==> src/rtl/dmem_arb_pkg.sv <==
// Shared types and helpers for the two-port data-memory arbiter.
// Holds the arbiter state encoding and the burst counter width helper.
package dmem_arb_pkg;

    typedef enum logic [1:0] {
        IDLE = 2'd0,
        OWN0 = 2'd1,
        OWN1 = 2'd2
    } arb_state_t;

    localparam int NUM_PORTS = 2;

    function automatic int clog2(input int value);
        int w;
        w = 0;
        for (int i = 0; i < 31; i++) begin
            if ((1 << i) < value) begin
                w = i + 1;
            end
        end
        return (w == 0) ? 1 : w;
    endfunction

    // Counter must hold 0..MAX_BURST inclusive.
    function automatic int burst_cnt_width(input int max_burst);
        return clog2(max_burst + 1);
    endfunction

endpackage

==> src/rtl/dmem_port_arbiter_if.sv <==
// Bundle of both requester ports plus the data-memory side of the arbiter.
// master = requesters and memory model, slave = the arbiter itself.
interface dmem_port_arbiter_if #(
    parameter int DATA_WIDTH = 32,
    parameter int ADDR_WIDTH = 8
);
    logic                  p0_req_valid;
    logic                  p0_req_ready;
    logic                  p0_req_we;
    logic [ADDR_WIDTH-1:0] p0_req_addr;
    logic [DATA_WIDTH-1:0] p0_req_wdata;
    logic                  p0_rsp_valid;
    logic [DATA_WIDTH-1:0] p0_rsp_rdata;

    logic                  p1_req_valid;
    logic                  p1_req_ready;
    logic                  p1_req_we;
    logic [ADDR_WIDTH-1:0] p1_req_addr;
    logic [DATA_WIDTH-1:0] p1_req_wdata;
    logic                  p1_rsp_valid;
    logic [DATA_WIDTH-1:0] p1_rsp_rdata;

    logic [ADDR_WIDTH-1:0] mem_addr;
    logic [DATA_WIDTH-1:0] mem_wdata;
    logic                  mem_write;
    logic                  mem_read;
    logic [DATA_WIDTH-1:0] mem_rdata;

    modport master (
        output p0_req_valid, p0_req_we, p0_req_addr, p0_req_wdata,
        input  p0_req_ready, p0_rsp_valid, p0_rsp_rdata,
        output p1_req_valid, p1_req_we, p1_req_addr, p1_req_wdata,
        input  p1_req_ready, p1_rsp_valid, p1_rsp_rdata,
        input  mem_addr, mem_wdata, mem_write, mem_read,
        output mem_rdata
    );

    modport slave (
        input  p0_req_valid, p0_req_we, p0_req_addr, p0_req_wdata,
        output p0_req_ready, p0_rsp_valid, p0_rsp_rdata,
        input  p1_req_valid, p1_req_we, p1_req_addr, p1_req_wdata,
        output p1_req_ready, p1_rsp_valid, p1_rsp_rdata,
        output mem_addr, mem_wdata, mem_write, mem_read,
        input  mem_rdata
    );

endinterface

==> src/rtl/dmem_rsp_reg.sv <==
// Per-port read response register: captures memory read data for an accepted
// read and presents it with a one-cycle valid pulse; data holds afterwards.
module dmem_rsp_reg #(
    parameter int DATA_WIDTH = 32
) (
    input  logic                  clk,
    input  logic                  rst,
    input  logic                  load,
    input  logic [DATA_WIDTH-1:0] load_data,
    output logic                  rsp_valid,
    output logic [DATA_WIDTH-1:0] rsp_rdata
);

    logic                  rsp_valid_q, rsp_valid_d;
    logic [DATA_WIDTH-1:0] rsp_rdata_q, rsp_rdata_d;

    always_comb begin
        rsp_valid_d = load;
        rsp_rdata_d = load ? load_data : rsp_rdata_q;
    end

    always_ff @(posedge clk) begin
        if (rst) begin
            rsp_valid_q <= 1'b0;
            rsp_rdata_q <= '0;
        end else begin
            rsp_valid_q <= rsp_valid_d;
            rsp_rdata_q <= rsp_rdata_d;
        end
    end

    assign rsp_valid = rsp_valid_q;
    assign rsp_rdata = rsp_rdata_q;

endmodule

==> src/rtl/dmem_port_arbiter.sv <==
// Two-port arbiter for the single-port data memory with a burst cap per owner.
// Define DMEM_ARB_RR_EN for round-robin tie-break; otherwise port 0 wins ties.
module dmem_port_arbiter
    import dmem_arb_pkg::*;
#(
    parameter int DATA_WIDTH = 32,
    parameter int ADDR_WIDTH = 8,
    parameter int MAX_BURST  = 4
) (
    input logic                clk,
    input logic                rst,
    dmem_port_arbiter_if.slave bus
);

    localparam int                 CNT_W   = burst_cnt_width(MAX_BURST);
    localparam logic [CNT_W-1:0]   CNT_MAX = CNT_W'(MAX_BURST);
    localparam logic [CNT_W-1:0]   CNT_ONE = CNT_W'(1);

    logic [NUM_PORTS-1:0]  req_valid;
    logic [NUM_PORTS-1:0]  req_we;
    logic [ADDR_WIDTH-1:0] req_addr  [NUM_PORTS];
    logic [DATA_WIDTH-1:0] req_wdata [NUM_PORTS];
    logic [NUM_PORTS-1:0]  grant;
    logic [NUM_PORTS-1:0]  rd_load;
    logic [NUM_PORTS-1:0]  rsp_valid;
    logic [DATA_WIDTH-1:0] rsp_rdata [NUM_PORTS];

    logic accept;
    logic gsel;
    logic tie_pick;

    arb_state_t       state_q, state_d;
    logic [CNT_W-1:0] burst_cnt_q, burst_cnt_d;

    assign req_valid    = {bus.p1_req_valid, bus.p0_req_valid};
    assign req_we       = {bus.p1_req_we, bus.p0_req_we};
    assign req_addr[0]  = bus.p0_req_addr;
    assign req_addr[1]  = bus.p1_req_addr;
    assign req_wdata[0] = bus.p0_req_wdata;
    assign req_wdata[1] = bus.p1_req_wdata;

`ifdef DMEM_ARB_RR_EN
    logic rr_last_q, rr_last_d;
    assign tie_pick = ~rr_last_q;
`else
    assign tie_pick = 1'b0;
`endif

    // Grant only ever goes to a port whose valid is high, so grant == accept.
    always_comb begin
        grant = '0;
        if (!rst) begin
            case (state_q)
                IDLE: begin
                    if (req_valid[0] && req_valid[1]) begin
                        grant[tie_pick] = 1'b1;
                    end else begin
                        grant = req_valid;
                    end
                end
                OWN0: begin
                    if (req_valid[0] && (burst_cnt_q < CNT_MAX || !req_valid[1])) begin
                        grant[0] = 1'b1;
                    end else if (req_valid[1]) begin
                        grant[1] = 1'b1;
                    end
                end
                OWN1: begin
                    if (req_valid[1] && (burst_cnt_q < CNT_MAX || !req_valid[0])) begin
                        grant[1] = 1'b1;
                    end else if (req_valid[0]) begin
                        grant[0] = 1'b1;
                    end
                end
                default: grant = '0;
            endcase
        end
    end

    assign accept = |grant;
    assign gsel   = grant[1];

    always_comb begin
        state_d     = state_q;
        burst_cnt_d = burst_cnt_q;
`ifdef DMEM_ARB_RR_EN
        rr_last_d   = rr_last_q;
`endif
        if (accept) begin
            state_d = gsel ? OWN1 : OWN0;
            if (state_d == state_q) begin
                burst_cnt_d = (burst_cnt_q == CNT_MAX) ? CNT_MAX : burst_cnt_q + CNT_ONE;
            end else begin
                burst_cnt_d = CNT_ONE;
            end
`ifdef DMEM_ARB_RR_EN
            rr_last_d = gsel;
`endif
        end else if (state_q != IDLE) begin
            state_d     = IDLE;
            burst_cnt_d = '0;
        end
    end

    always_ff @(posedge clk) begin
        if (rst) begin
            state_q     <= IDLE;
            burst_cnt_q <= '0;
        end else begin
            state_q     <= state_d;
            burst_cnt_q <= burst_cnt_d;
        end
    end

`ifdef DMEM_ARB_RR_EN
    always_ff @(posedge clk) begin
        if (rst) begin
            rr_last_q <= 1'b1;
        end else begin
            rr_last_q <= rr_last_d;
        end
    end
`endif

    assign bus.p0_req_ready = grant[0];
    assign bus.p1_req_ready = grant[1];

    assign bus.mem_addr  = accept ? req_addr[gsel]  : '0;
    assign bus.mem_wdata = accept ? req_wdata[gsel] : '0;
    assign bus.mem_write = accept &  req_we[gsel];
    assign bus.mem_read  = accept & ~req_we[gsel];

    genvar gi;
    generate
        for (gi = 0; gi < NUM_PORTS; gi++) begin : g_rsp
            assign rd_load[gi] = grant[gi] & ~req_we[gi];

            dmem_rsp_reg #(
                .DATA_WIDTH (DATA_WIDTH)
            ) u_rsp_reg (
                .clk       (clk),
                .rst       (rst),
                .load      (rd_load[gi]),
                .load_data (bus.mem_rdata),
                .rsp_valid (rsp_valid[gi]),
                .rsp_rdata (rsp_rdata[gi])
            );
        end
    endgenerate

    assign bus.p0_rsp_valid = rsp_valid[0];
    assign bus.p0_rsp_rdata = rsp_rdata[0];
    assign bus.p1_rsp_valid = rsp_valid[1];
    assign bus.p1_rsp_rdata = rsp_rdata[1];

endmodule

==> src/flat_wrapper.sv <==
// flat-port wrapper written by rule: the top's interface ports become plain ports
module dmem_port_arbiter_flat import dmem_arb_pkg::*;
#(
    parameter int DATA_WIDTH = 32,
    parameter int ADDR_WIDTH = 8,
    parameter int MAX_BURST  = 4
)
  (clk, rst, bus_p0_req_valid, bus_p0_req_we, bus_p0_req_addr, bus_p0_req_wdata, bus_p0_req_ready, bus_p0_rsp_valid, bus_p0_rsp_rdata, bus_p1_req_valid, bus_p1_req_we, bus_p1_req_addr, bus_p1_req_wdata, bus_p1_req_ready, bus_p1_rsp_valid, bus_p1_rsp_rdata, bus_mem_addr, bus_mem_wdata, bus_mem_write, bus_mem_read, bus_mem_rdata);
  dmem_port_arbiter_if #(.DATA_WIDTH(DATA_WIDTH), .ADDR_WIDTH(ADDR_WIDTH)) bus_i ();
  input logic clk;
  input logic rst;
  input wire logic [$bits(bus_i.p0_req_valid)-1:0] bus_p0_req_valid;
  input wire logic [$bits(bus_i.p0_req_we)-1:0] bus_p0_req_we;
  input wire logic [$bits(bus_i.p0_req_addr)-1:0] bus_p0_req_addr;
  input wire logic [$bits(bus_i.p0_req_wdata)-1:0] bus_p0_req_wdata;
  output wire logic [$bits(bus_i.p0_req_ready)-1:0] bus_p0_req_ready;
  output wire logic [$bits(bus_i.p0_rsp_valid)-1:0] bus_p0_rsp_valid;
  output wire logic [$bits(bus_i.p0_rsp_rdata)-1:0] bus_p0_rsp_rdata;
  input wire logic [$bits(bus_i.p1_req_valid)-1:0] bus_p1_req_valid;
  input wire logic [$bits(bus_i.p1_req_we)-1:0] bus_p1_req_we;
  input wire logic [$bits(bus_i.p1_req_addr)-1:0] bus_p1_req_addr;
  input wire logic [$bits(bus_i.p1_req_wdata)-1:0] bus_p1_req_wdata;
  output wire logic [$bits(bus_i.p1_req_ready)-1:0] bus_p1_req_ready;
  output wire logic [$bits(bus_i.p1_rsp_valid)-1:0] bus_p1_rsp_valid;
  output wire logic [$bits(bus_i.p1_rsp_rdata)-1:0] bus_p1_rsp_rdata;
  output wire logic [$bits(bus_i.mem_addr)-1:0] bus_mem_addr;
  output wire logic [$bits(bus_i.mem_wdata)-1:0] bus_mem_wdata;
  output wire logic [$bits(bus_i.mem_write)-1:0] bus_mem_write;
  output wire logic [$bits(bus_i.mem_read)-1:0] bus_mem_read;
  input wire logic [$bits(bus_i.mem_rdata)-1:0] bus_mem_rdata;
  assign bus_i.p0_req_valid = bus_p0_req_valid;
  assign bus_i.p0_req_we = bus_p0_req_we;
  assign bus_i.p0_req_addr = bus_p0_req_addr;
  assign bus_i.p0_req_wdata = bus_p0_req_wdata;
  assign bus_p0_req_ready = bus_i.p0_req_ready;
  assign bus_p0_rsp_valid = bus_i.p0_rsp_valid;
  assign bus_p0_rsp_rdata = bus_i.p0_rsp_rdata;
  assign bus_i.p1_req_valid = bus_p1_req_valid;
  assign bus_i.p1_req_we = bus_p1_req_we;
  assign bus_i.p1_req_addr = bus_p1_req_addr;
  assign bus_i.p1_req_wdata = bus_p1_req_wdata;
  assign bus_p1_req_ready = bus_i.p1_req_ready;
  assign bus_p1_rsp_valid = bus_i.p1_rsp_valid;
  assign bus_p1_rsp_rdata = bus_i.p1_rsp_rdata;
  assign bus_mem_addr = bus_i.mem_addr;
  assign bus_mem_wdata = bus_i.mem_wdata;
  assign bus_mem_write = bus_i.mem_write;
  assign bus_mem_read = bus_i.mem_read;
  assign bus_i.mem_rdata = bus_mem_rdata;
  dmem_port_arbiter #(.DATA_WIDTH(DATA_WIDTH), .ADDR_WIDTH(ADDR_WIDTH), .MAX_BURST(MAX_BURST)) u_core (.clk(clk), .rst(rst), .bus(bus_i));
endmodule
==> config.mk <==
export PLATFORM = sky130hd
export DESIGN_NAME = dmem_port_arbiter_flat
export DESIGN_NICKNAME = d
export VERILOG_FILES = /design/src/rtl/dmem_arb_pkg.sv /design/src/rtl/dmem_port_arbiter_if.sv /design/src/rtl/dmem_rsp_reg.sv /design/src/rtl/dmem_port_arbiter.sv /design/src/flat_wrapper.sv
export SDC_FILE = /design/constraint.sdc
export NUM_CORES = 1
export LEC_CHECK = 0
export ABC_AREA = 0
export BUFFER_PORTS_ARGS = -buffer_cell sky130_fd_sc_hd__buf_2
export CORE_MARGIN = 5
export CORE_UTILIZATION = 38
export CTS_BUF_LIST = sky130_fd_sc_hd__clkbuf_8 sky130_fd_sc_hd__clkbuf_16
export DETAILED_ROUTE_END_ITERATION = 16
export GPL_TIMING_DRIVEN = 0
export PLACE_DENSITY = 0.77
export SLEW_MARGIN = 20
export SYNTH_ARGS = -nofsm -noshare
export SYNTH_HDL_FRONTEND = slang
export SYNTH_HIERARCHICAL = 1
export SYNTH_SLANG_ARGS = --single-unit
export TNS_END_PERCENT = 20
==> constraint.sdc <==
create_clock -name clk -period 2.1 [get_ports clk]
set_input_delay 0.42 -clock clk [delete_from_list [all_inputs] [get_ports clk]]
set_output_delay 0.42 -clock clk [all_outputs]
set_load 0.05 [all_outputs]
==> metrics.sh <==
RUN_STATUS='finished with violations'
FAILED_CHECKS='negative setup slack'
GRT_MAX_DEGREE=14
PLACED_AREA_SQ_UM=4800
TIMING.CLOCK.SKEW_NS=0.00710
MIN_DELAY_PATH_DEPTH=3
DRT.ANTENNA.VIOLATING_NETS=0
FINAL-HOLD-VIOLATION-COUNT=0
YS_WARN_COUNT=6
VIAS_IN_THE_FIRST_GLOBAL_ROUTE=3822
REMAINING_GLOBAL_ROUTE_OVERFLOW=0
SYN_NETS=512
LAYOUTNONFILLERINSTCOUNT=766
PLACEDCELLCOUNT=727
AVGSYNTHCELLAREA_SQ_UM=8.57
AREAGROWTHSYNTHTOFINISH_PCT=75.9
POSTSYNTHREGISTERBITS=71
PLACE.DETAILED.HPWL_MM=9.11
WIRE_LENGTH_OF_THE_FIRST_GLOBAL_ROUTING_PASS_MM=19.2
DRTITER0DRC=151
TRITONCTS='yes'
CLK-INSERTION-DELAY-LATE_NS=0.34
POST-ROUTE-DRC-COUNT=0
CLOCK_BUFFER_COUNT_FROM_CTS=9
HOLDPATHEND='u_core/g_rsp[0].u_rsp_reg/rsp_rdata[5]$_SDFFE_PP0P_'
TIMING.MAX_CAP.VIOLATIONS=0
POWER_DENSITY_nW_PER_UM2=634
CELLS_ON_WORST_REG2REG_PATH=11
MAPPEDNETLISTAREA_SQ_UM=3360
DETAILEDROUTE.FIRSTPASSITERATIONCOUNT=4
DRT-WIRELENGTH-PER-CELL_UM=17.5
WORSTHOLDPATHTYPE='in2reg'
SETUP_WS_NS=-0.408
REGTOREGSTARTPOINT='u_core/state_q[0]$_SDFFE_PP0P_'
IOPINCOUNT=228
COUNT_OF_BUFFERS_INSERTED_AT_THE_TOP_LEVEL_PORTS=227
DRIVE_ABOVE_1_SHARE_PCT=57.1
CORE-AREA_SQ_UM=8680
KIND_OF_LAUNCH_POINT_OF_THE_WORST_SETUP_PATH='flip-flop'
CRITICAL_PATH.MAX_FANOUT=5
NETLIST.AREA_LEADER.SHARE_PCT=42.3
SLOWEST_DELAY_NS=0.36
CRIT_END_CATEGORY='output port'
NFILLCELLS=657
TRITONCTS_NUM_SINKS=71
POST_SYNTH_MAIN_AREA_CONTRIBUTORS='sky130_fd_sc_hd__dfxtp_1, sky130_fd_sc_hd__mux2i_1, sky130_fd_sc_hd__nand2_1'
YOSYS.CELL_COUNT.TOP_TYPE='sky130_fd_sc_hd__nand2_1'
POWER.IR.VDD_WORST_uV=695
YS_SEQ_AREA_SHARE_PCT=42.3
GP_CONGESTION=0.878
YOSYS.AREA.TOP_TYPE='sky130_fd_sc_hd__dfxtp_1'
DIEAREA_SQ_UM=10800
CTSROOTBUFFERMASTER='sky130_fd_sc_hd__clkbuf_8'
SYNTH-EDFF-COUNT=0
FLOORPLAN.DIE.WIDTH_UM=104
DIE-HEIGHT_UM=104
SETUP.WORST_PATH.CLASS='reg2out'
CRITPATHTOPFAMILY='buffers and inverters'
CRIT_PATH_TOP_DELAY_CELL='sky130_fd_sc_hd__dfxtp_4'
CTS_CLOCK_PIN_SLEW_FOR_THE_WORST_SETUP_AND_HOLD_PATHS_NS=0.08
WORST-PATH-BUF-INV=6
PERIOD_SHARE_PCT=119
SETUP_VIOL_COUNT_FINAL=102
FIN_UTIL_PCT=68.1
WORST_EP_REQUIRED_TIME_NS=1.68
TIMING.HOLD.WORST.START='bus_mem_rdata[5]'
ROUTED_VIA_DENSITY=5.07
YOSYSUNIQUECELLTYPES=34
START_UTIL_PCT=38.7
CTS_HTREE_LEVELS=3
NETS=770
VIAS=3880
DRT_WL_TOTAL_MM=13.4
ANTENNA_FOUND_INITIAL=3
CELL_LEAKAGE_POWER_uW=0.00279
POST_SYNTH_MOST_FREQUENT_CELLS='sky130_fd_sc_hd__nand2_1, sky130_fd_sc_hd__dfxtp_1, sky130_fd_sc_hd__mux2i_1, sky130_fd_sc_hd__nor2_1, sky130_fd_sc_hd__o21ai_0'
TIGHTESTPINTRANSITION_NS=0.442
FINAL_CELL_AREA_SQ_UM=5910
SYNTHCELLS=392
MAX_CLOCK_FREQ_GHz=0.399
REGTOREGENDPOINT='u_core/g_rsp[1].u_rsp_reg/rsp_rdata[26]$_SDFFE_PP0P_'
SYNTH-ASYNC-RESET-RATIO_PCT=0
RSZ0062_AT_GRT='true'
REGTOREGSETUPSLACK_NS=-0.17
WORST-ENDPOINT-ARRIVAL_NS=2.09
POSTSYNTH.TOPFLOPCELL='sky130_fd_sc_hd__dfxtp_1'
FINAL_MAX_SLEW_VIOL_COUNT=0
PATH_CELLS='buf_6 > nor3b_4 > nor4b_4 > buf_4 > buf_8 > buf_12 > buf_12 > o21ai_2 > buf_6'
ROW_COUNT=34
PERIOD_MINUS_SLACK_NS=2.51
GRTUSAGETOTAL_PCT=21.4
TIMING.MAX_SLEW.REL_SLACK_PCT=70.4
CTS-ROOT-TO-SINK-BUFFERS=2
sequential cells by signal, summed over array words and instances (netlist names):
signal	flops
u_core/g_rsp.u_rsp_reg/rsp_rdata	64
u_core/g_rsp.u_rsp_reg/rsp_valid	2
u_core/burst_cnt_q	3
u_core/state_q	2
routing by layer:
layer	global-route usage, %	vias up	wire length, um
li1	-	1827	-
met1	22.4	1821	4940
met2	38.4	209	6960
met3	7.76	23	1200
met4	9.07	0	336
met5	0	-	0
worst max-delay path by stage:
| stage | end | cells after the start | from |
|---|---|---|---|
| final | bus_mem_wdata[9] | 9 | u_core/burst_cnt_q[2]$_SDFFE_PP0P_ |
| after global placement | bus_mem_wdata[16] | 8 | rst |
| after CTS | bus_mem_read | 6 | u_core/state_q[0]$_SDFFE_PP0P_ |
| after detailed placement | bus_mem_wdata[13] | 8 | rst |
| after floorplan | bus_mem_wdata[30] | 3 | bus_p1_req_valid |
| after global routing | bus_mem_addr[7] | 8 | u_core/state_q[0]$_SDFFE_PP0P_ |
worst min-delay path, stage by stage:
cell and delay, ns:
sky130_fd_sc_hd__buf_2 0.09, sky130_fd_sc_hd__mux2i_1 0.06, sky130_fd_sc_hd__nor2_1 0.08
power breakdown:
group	switching [uW]	leakage [uW]	internal, uW
registers	23.6	0.000578	1380
clock network	534	0.000110	673
logic	696	0.00211	434
total	1250	0.00279	2490
cells by family after synthesis:
logic type	Yosys count	share of synthesized area [%]
buffers and inverters	35	8.23
AND/OR/NAND/NOR	166	20.5
flip-flops	71	42.3
multiplexers	65	19.4
AO/OA/AOI/OAI	53	8.87
adder cells (fa/ha/maj)	2	0.745
layout make-up:
type	count	area, sq um	share of cell area, %
clock inverters	7	95.1	1.61
diodes	3	7.51	0.127
plain buffers	29	330	5.59
multi-input cells	286	2040	34.6
repair buffers	249	1730	29.2
inverters	4	15.0	0.254
clock buffers	9	124	2.10
flip-flops and latches	71	1430	24.2
well taps	108	135	2.29
layout by cell type (no fill, tap or decap), types with 3 or more instances in the layout:
cell,count
sky130_fd_sc_hd__inv_1,4
sky130_fd_sc_hd__nor2_1,63
sky130_fd_sc_hd__dfxtp_1,68
sky130_fd_sc_hd__clkbuf_16,4
sky130_fd_sc_hd__o21ai_4,7
sky130_fd_sc_hd__buf_6,50
sky130_fd_sc_hd__buf_8,7
sky130_fd_sc_hd__diode_2,3
sky130_fd_sc_hd__nand2_1,58
sky130_fd_sc_hd__o21ai_2,32
sky130_fd_sc_hd__buf_4,9
sky130_fd_sc_hd__nand2_4,7
sky130_fd_sc_hd__mux2i_1,63
sky130_fd_sc_hd__clkbuf_2,3
sky130_fd_sc_hd__clkbuf_8,9
sky130_fd_sc_hd__buf_2,190
sky130_fd_sc_hd__a21oi_1,3
sky130_fd_sc_hd__nor2_2,4
sky130_fd_sc_hd__nand2_2,18
sky130_fd_sc_hd__buf_12,12
stage by stage:
step           total power [uW]  hold slack, ns  setup slack [ns]  setup TNS [ns]
2_1_floorplan              2070           0.480            -0.222           -3.68
3_3_place_gp               2330           0.469            -0.441          -23.28
3_5_place_dp               2340           0.482            -0.480          -31.55
4_1_cts                    3650           0.319            -0.368          -15.21
5_1_grt                    3910           0.318            -0.471          -31.28
6_report                   3740           0.335            -0.408          -20.39
what timing repair did:
item,in CTS,in global routing
endpoints found under the hold margin,0,0
hold buffers,0,0
gates cloned,1,5
buffers inserted,5,11
gates resized for setup,107,79
endpoints found under the setup margin,107,106
pin swaps,3,12
Power figures use the tool's default switching activity.
